==> src/rtl/lab_pkg.sv <==
// Shared constants for the lab blocks.
package lab_pkg;

  // Debounce window of 10 ms with a 12 MHz system clock.
  localparam int unsigned DebounceCycles12MHz = 120000;

endpackage

==> src/rtl/sync2.sv <==
// Two-flop synchronizer for asynchronous single-bit level inputs, reset to 0.
module sync2 #(
  parameter int unsigned width_p = 1
) (
  input  logic               clk_i,
  input  logic               reset_n_async_i,
  input  logic [width_p-1:0] d_i,
  output logic [width_p-1:0] q_o
);

  logic [width_p-1:0] meta_q;
  logic [width_p-1:0] sync_q;

  always_ff @(posedge clk_i or negedge reset_n_async_i) begin
    if (!reset_n_async_i) begin
      meta_q <= '0;
      sync_q <= '0;
    end else begin
      meta_q <= d_i;
      sync_q <= meta_q;
    end
  end

  assign q_o = sync_q;

endmodule

==> src/rtl/button_debounce.sv <==
// Per-channel button debouncer: synchronize, require a steady new level for
// stable_cycles_p consecutive edges, then emit registered press/release pulses.
module button_debounce
  import lab_pkg::*;
#(
  parameter int unsigned width_p         = 3,
  parameter int unsigned stable_cycles_p = DebounceCycles12MHz
) (
  input  logic               clk_i,
  input  logic               reset_n_async_i,
  input  logic [width_p-1:0] button_async_unsafe_i,
  output logic [width_p-1:0] button_o,
  output logic [width_p-1:0] press_o,
  output logic [width_p-1:0] release_o
);

  localparam int unsigned CntW = (stable_cycles_p > 1) ? $clog2(stable_cycles_p) : 1;
  localparam logic [CntW-1:0] CntMax = CntW'(stable_cycles_p - 1);

  logic [width_p-1:0] sync_val;

  sync2 #(
    .width_p(width_p)
  ) u_sync2 (
    .clk_i          (clk_i),
    .reset_n_async_i(reset_n_async_i),
    .d_i            (button_async_unsafe_i),
    .q_o            (sync_val)
  );

  for (genvar i = 0; i < int'(width_p); i++) begin : g_chan
    logic [CntW-1:0] cnt_q, cnt_d;
    logic            state_q, state_d;
    logic            press_q, press_d;
    logic            release_q, release_d;

    // Counter saturates at CntMax by accepting the new level, so it never wraps.
    always_comb begin
      cnt_d     = '0;
      state_d   = state_q;
      press_d   = 1'b0;
      release_d = 1'b0;
      if (sync_val[i] != state_q) begin
        if (cnt_q == CntMax) begin
          state_d   = sync_val[i];
          press_d   = sync_val[i];
          release_d = ~sync_val[i];
        end else begin
          cnt_d = cnt_q + 1'b1;
        end
      end
    end

    always_ff @(posedge clk_i or negedge reset_n_async_i) begin
      if (!reset_n_async_i) begin
        cnt_q     <= '0;
        state_q   <= 1'b0;
        press_q   <= 1'b0;
        release_q <= 1'b0;
      end else begin
        cnt_q     <= cnt_d;
        state_q   <= state_d;
        press_q   <= press_d;
        release_q <= release_d;
      end
    end

    assign button_o[i]  = state_q;
    assign press_o[i]   = press_q;
    assign release_o[i] = release_q;
  end

endmodule

==> config.mk <==
export PLATFORM = sky130hd
export DESIGN_NAME = button_debounce
export DESIGN_NICKNAME = d
export VERILOG_FILES = /design/src/rtl/lab_pkg.sv /design/src/rtl/sync2.sv /design/src/rtl/button_debounce.sv
export SDC_FILE = /design/constraint.sdc
export NUM_CORES = 1
export LEC_CHECK = 0
export CAP_MARGIN = 20
export CORE_ASPECT_RATIO = 0.6
export CORE_UTILIZATION = 60
export DETAILED_ROUTE_END_ITERATION = 10
export GPL_TIMING_DRIVEN = 0
export MAX_ROUTING_LAYER = met4
export PLACE_DENSITY = 0.88
export SLEW_MARGIN = 20
export SYNTH_ARGS = -nofsm -noshare
export SYNTH_HDL_FRONTEND = slang
export SYNTH_SLANG_ARGS = --single-unit
==> constraint.sdc <==
create_clock -name clk_i -period 4.6 [get_ports clk_i]
set_clock_uncertainty 0.2 [all_clocks]
set_input_delay 0.92 -clock clk_i [delete_from_list [all_inputs] [get_ports clk_i]]
set_output_delay 0.92 -clock clk_i [all_outputs]
set_load 0.05 [all_outputs]
== Word level (Yosys, flattened, before mapping) ==
Index checks and enable logic that the tools add are counted.

* Flip-flop bits (word level): 66
* Latch bits: 0
* Memory bits (writable): 0
* Memory bits (read-only): 0
* Input bits: 5
* Output and inout port bits: 9
* Logic and storage cells: 47
* Memories kept: 0

* $add $sub $neg: 3
* Multiply operators: 0
* Div/mod/pow operators: 0
* $lt $le $gt $ge: 0
* Equality and inequality tests: 6
* Shifts and indexed selects: 0
* Mux-type cells: 18
* Bitwise operators: 3
* Reductions and logical operators: 3

{| class="wikitable"
|+ Operator list
! kind !! count
|-
| 17-bit 2-to-1 mux || 6
|-
| 17-bit by 1-bit adder with 17-bit output (second input constant) || 3
|-
| 17-bit == test (second input constant) || 3
|-
| 1-bit 2-to-1 mux || 12
|-
| 2-bit AND reduction || 3
|-
| 1-bit != test || 3
|-
| 1-bit inverter || 3
|}

== Logic depth before layout (Yosys ltp) ==
* Word-level depth: 3
* Depth in mapped cells: 7
* Gate-level depth less buffers: 5

== Hierarchy ==
A second synthesis with hierarchy kept.

* Cells, all modules: 292
* Area total of the unflattened synthesis: 3081.7 µm²

{| class="wikitable"
|+ By module, submodules not included
! module !! instances !! cells each !! area each (µm²) !! seq. area each (µm²)
|-
| button_debounce || 1 || 286 || 2931.6 || 1501.4
|-
| sync2 || 1 || 6 || 150.1 || 150.1
|}

== Worst setup path after synthesis ==
OpenSTA, ideal clock, no wires.

* Path type: register -> register
* Start point: reg g_chan[0].cnt_q[0]
* End point: reg g_chan[0].state_q
* Setup time: 0.125 ns
* Data arrival time: 1.614 ns
* Data required time: 4.275 ns
* Slack: 2.661 ns
* Cell stages (with the launch flop): 6
* Path buffers: 0
* Clock period less this slack: 1.939 ns
* Path through: dfrtp_1 > ha_1 > and3_1 > nand3_2 > or3_4 > mux2_4

* Word-level cells in the longest chain between the ends: 2

{| class="wikitable"
|+ RTL lines
! element !! line !! text
|-
| start: declaration || button_debounce.sv:32 || <nowiki>logic [CntW-1:0] cnt_q, cnt_d;</nowiki>
|-
| start signal: assignment || button_debounce.sv:61 || <nowiki>cnt_q <= cnt_d;</nowiki>
|-
| 17-bit == test || button_debounce.sv:44 || <nowiki>if (cnt_q == CntMax) begin</nowiki>
|-
| 2-bit AND reduction (no line) || - ||
|-
| end signal: assignment || button_debounce.sv:62 || <nowiki>state_q <= state_d;</nowiki>
|-
| end: declaration || button_debounce.sv:33 || <nowiki>logic state_q, state_d;</nowiki>
|}

No other way between the ends.
A chain may end at the register's enable or synchronous reset.

== Worst setup path after layout ==
* Start point: reg g_chan[2].state_q
* End point: out button_o[2]

{| class="wikitable"
|+ RTL lines
! element !! line !! text
|-
| start: declaration || button_debounce.sv:33 ||
|-
| start signal: assignment || button_debounce.sv:62 ||
|-
| end: declaration || button_debounce.sv:12 || <nowiki>output logic [width_p-1:0] button_o,</nowiki>
|}

No word-level cell between the ends.

==> metrics.md <==
| Metric | Value |
|---|---|
| Outcome | completed |
| Worst-skew pair later-pin latency | 340 ps |
| R2r endpoint | g_chan[2].cnt_q[12] |
| Synth area leader | dfrtp_1 |
| Syn_nets | 300 |
| Normalized max-slew margin | 66.5% |
| Top FF cell, synth | dfrtp_1 |
| Drt drc | 0 |
| Final Cycle Share | 60.8% |
| Hold Crit Depth | 0 |
| Synthesized area per cell | 10.6 um^2 |
| DRT Wirelength | 5.58 mm |
| Arr. time, crit path | 1680 ps |
| Inst Count DP | 369 |
| Final design utilization | about three quarters |
| Final Cell Area | 3520 um^2 |
| FF-to-FF setup slack | 2450 ps |
| Total die area | 5440 um^2 |
| Worst path required time | 3480 ps |
| Max_cap viols | 0 |
| Detailed Route Iter0 Violations | 138 |
| Int Pwr | a little under 900 uW |
| Sequential-to-total area share from yosys stat | 53.6% |
| Clock root buffer | clkbuf_8 |
| Die H | 57.5 um |
| PortBufs | 13 |
| Flop pwr share | 53.0% |
| VDD IR max | 297 uV |
| Syn. warnings | 0 |
| CP max-delay cell | clkdlybuf4s50_1 |
| Diodes inserted | 0 |
| Starting density of the core | 64.8% |
| Clk buf depth | 2 |
| Cell area after synthesis | 3080 um^2 |
| Worst-Margin Slew | 501 ps |
| Clock-pin slew on the worst setup and hold paths | 70 ps |
| Nets | between 300 and 400 |
| Combinational group share of total power | 3.7% |
| Core region area | 4750 um^2 |
| Worst hold path type | flop to flop |
| Placer congestion estimate | 0.874 |
| Largest net degree at the start of global routing | 53 |
| Most common cell after layout, fill and taps aside | dfrtp_1 |
| Max H-tree Level | 3 |
| Slew Limit Fails | 0 |
| WL/cell | 14.5 um |
| Mapped Cells | 292 |
| Fmax | 357 MHz |
| Commonest non-fill, non-tap cells in the layout | dfrtp_1 (66), nor2_1 (57), xnor2_1 (36) |
| Vias | 2,219 |
| CTS Hold Buffers Added | 0 |
| Crit path cell chain | buf_4 > clkdlybuf4s50_1 |
| Worst Hold End | u_sync2.q_o[2] |
| I/O Pins | 14 |
| FFs w/ async S/R, synth | 100% |
| DP HPWL | 3.85 mm |
| Synth area leaders | dfrtp_1 (54%), xnor2_1 (10%), nor2_1 (6.9%) |
| Vias in the first global route | between 1,500 and 2,000 |
| First-pass detailed-route iteration total | 4 |
| GR Overflow Total | 0 |
| Kind of cell adding the most delay to the critical path | buffers and inverters |
| Non-Filler Instances | between 300 and 400 |
| Worst path max stage delay | 790 ps |
| Crit Path Category | flop to output port |
| CTS Buf Count | 9 |
| Initial antenna violation count | 0 |
| LEAKAGE | 1.44 nW |
| RSZ-0062 raised after global routing | false |
| P&R area growth vs syn | 14.2% |
| Reg2reg start | g_chan[2].cnt_q[0] |
| Crit path capture type | output port |
| Power Density | 322 nW/um^2 |
| Tmin final | 2800 ps |
| Post-cts resize count | 0 |
| CTS tree | done |
| DP Area | 3320 um^2 |
| Synth cell types | 29 |
| TNS Setup | 0 ps |
| Global-route wire length before repair | between 9 and 10 mm |
| Sw frac | around 22% |
| Worst path buffer plus inverter count | 2 |
| Area share of the leading cell type in the synthesized netlist | 53.6% |
| Clock Sinks | 66 |
| Reg2reg path depth | 5 |
| Post-synthesis register bit count | 66 |
| Setup crit start kind | flop |
| Post-DR vias/cell | 5.76 |
| Worst-path maximum fanout | 5 |
| Die X | 94.5 um |
| Total GRT Usage | around 24% |
| Switch Pwr | 251 uW |
| Share of layout cells above drive strength 1 | 12.7% |
| Final hold violations | 0 |
| Post-CTS Setup Bufs | 0 |
| Setup-failing EPs final | 0 |
| Hold_sp | u_sync2.meta_q[2] |
| Clk network pwr share | between 40% and 50% |
| Post-route ant nets | 0 |
| EDFF count, synth | 0 |
| FP Rows | 19 |
Yosys cell counts (3+ instances only):
master and count:
dfrtp_1 66, nor2_1 57, xnor2_1 36, nand3_1 18
nor4_1 18, nand4_1 16, xor2_1 12, buf_4 9
nand2_1 9, nor3_1 9, inv_1 8, nor3b_1 7
buf_2 4, and3_1 3, ha_1 3
registers in the layout (all words and copies together), names as in the netlist:
| name | flops |
|---|---|
| g_chan.cnt_q | 51 |
| g_chan.press_q | 3 |
| g_chan.release_q | 3 |
| g_chan.state_q | 3 |
| u_sync2.meta_q | 3 |
| u_sync2.q_o | 3 |
worst reg2reg max path, delay by kind of cell, from the launching register on:
| family | cells | cell delay (ps) |
|---|---|---|
| AO/OA/AOI/OAI | 1 | 500 |
| AND/OR/NAND/NOR | 2 | 440 |
| buffers and inverters | 1 | 290 |
| adder cells (fa/ha/maj) | 1 | 210 |
| flip-flops | 1 | 400 |
cells by family after synthesis:
logic type,Yosys count,synth area share [%]
DFF,66,53.6
xor gates and xnor gates,48,13.6
adders and majority gates,3,1.22
and+or+nand+nor,148,24.8
muxes,3,1.22
AOI/OAI and AO/OA,3,1.66
buffers and inverters,21,3.82
cell type report:
type | count | area [um^2]
repair buffers | 14 | 155
fillers | 333 | 1230
well taps | 63 | 78.8
multi-input cells | 205 | 1310
inverters | 8 | 30.0
plain buffers | 13 | 87.6
clock buffers | 11 | 151
flip-flops and latches | 66 | 1650
clock inverters | 5 | 52.6
worst max path at each step:
stage	startpoint	cells after the start	to	slack (ps)
floorplan	g_chan[0].cnt_q[0]	5	g_chan[0].state_q	2660
global placement	reset_n_async_i	1	g_chan[0].cnt_q[8]	360
detailed placement	g_chan[0].state_q	2	button_o[0]	2160
CTS	g_chan[0].state_q	2	button_o[0]	1780
global route	g_chan[2].state_q	2	button_o[2]	1720
finish	g_chan[2].state_q	2	button_o[2]	1800
per-layer routing:
| layer | GRT usage [%] | up-vias | part of all wire [%] |
|---|---|---|---|
| met4 | 8.44 | 0 | 0.68 |
| met3 | 9.33 | 6 | 5.7 |
| met2 | 32.1 | 70 | 44 |
| met1 | 34.7 | 1088 | 49 |
| li1 | - | 1055 | - |
| met5 | - | - | 0 |
power by group through the flow:
stage	Combinational [mW]	Sequential (mW)	Clock (mW)
6_report	0.0414	0.600	0.491
5_1_grt	0.0466	0.600	0.527
4_1_cts	0.0424	0.599	0.499
3_5_place_dp	0.0420	0.610	0
3_3_place_gp	0.0377	0.610	0
2_1_floorplan	0.0192	0.608	0
per-stage QoR:
stage / power (mW) / hold WS, ps / setup slack (ps)
6_report: 1.13 / 149 / 1800
2_1_floorplan: 0.627 / 131 / 2660
5_1_grt: 1.17 / 152 / 1720
4_1_cts: 1.14 / 150 / 1780
3_3_place_gp: 0.647 / 132 / 363
3_5_place_dp: 0.652 / 135 / 2160
(Power assumes the default switching activity.)
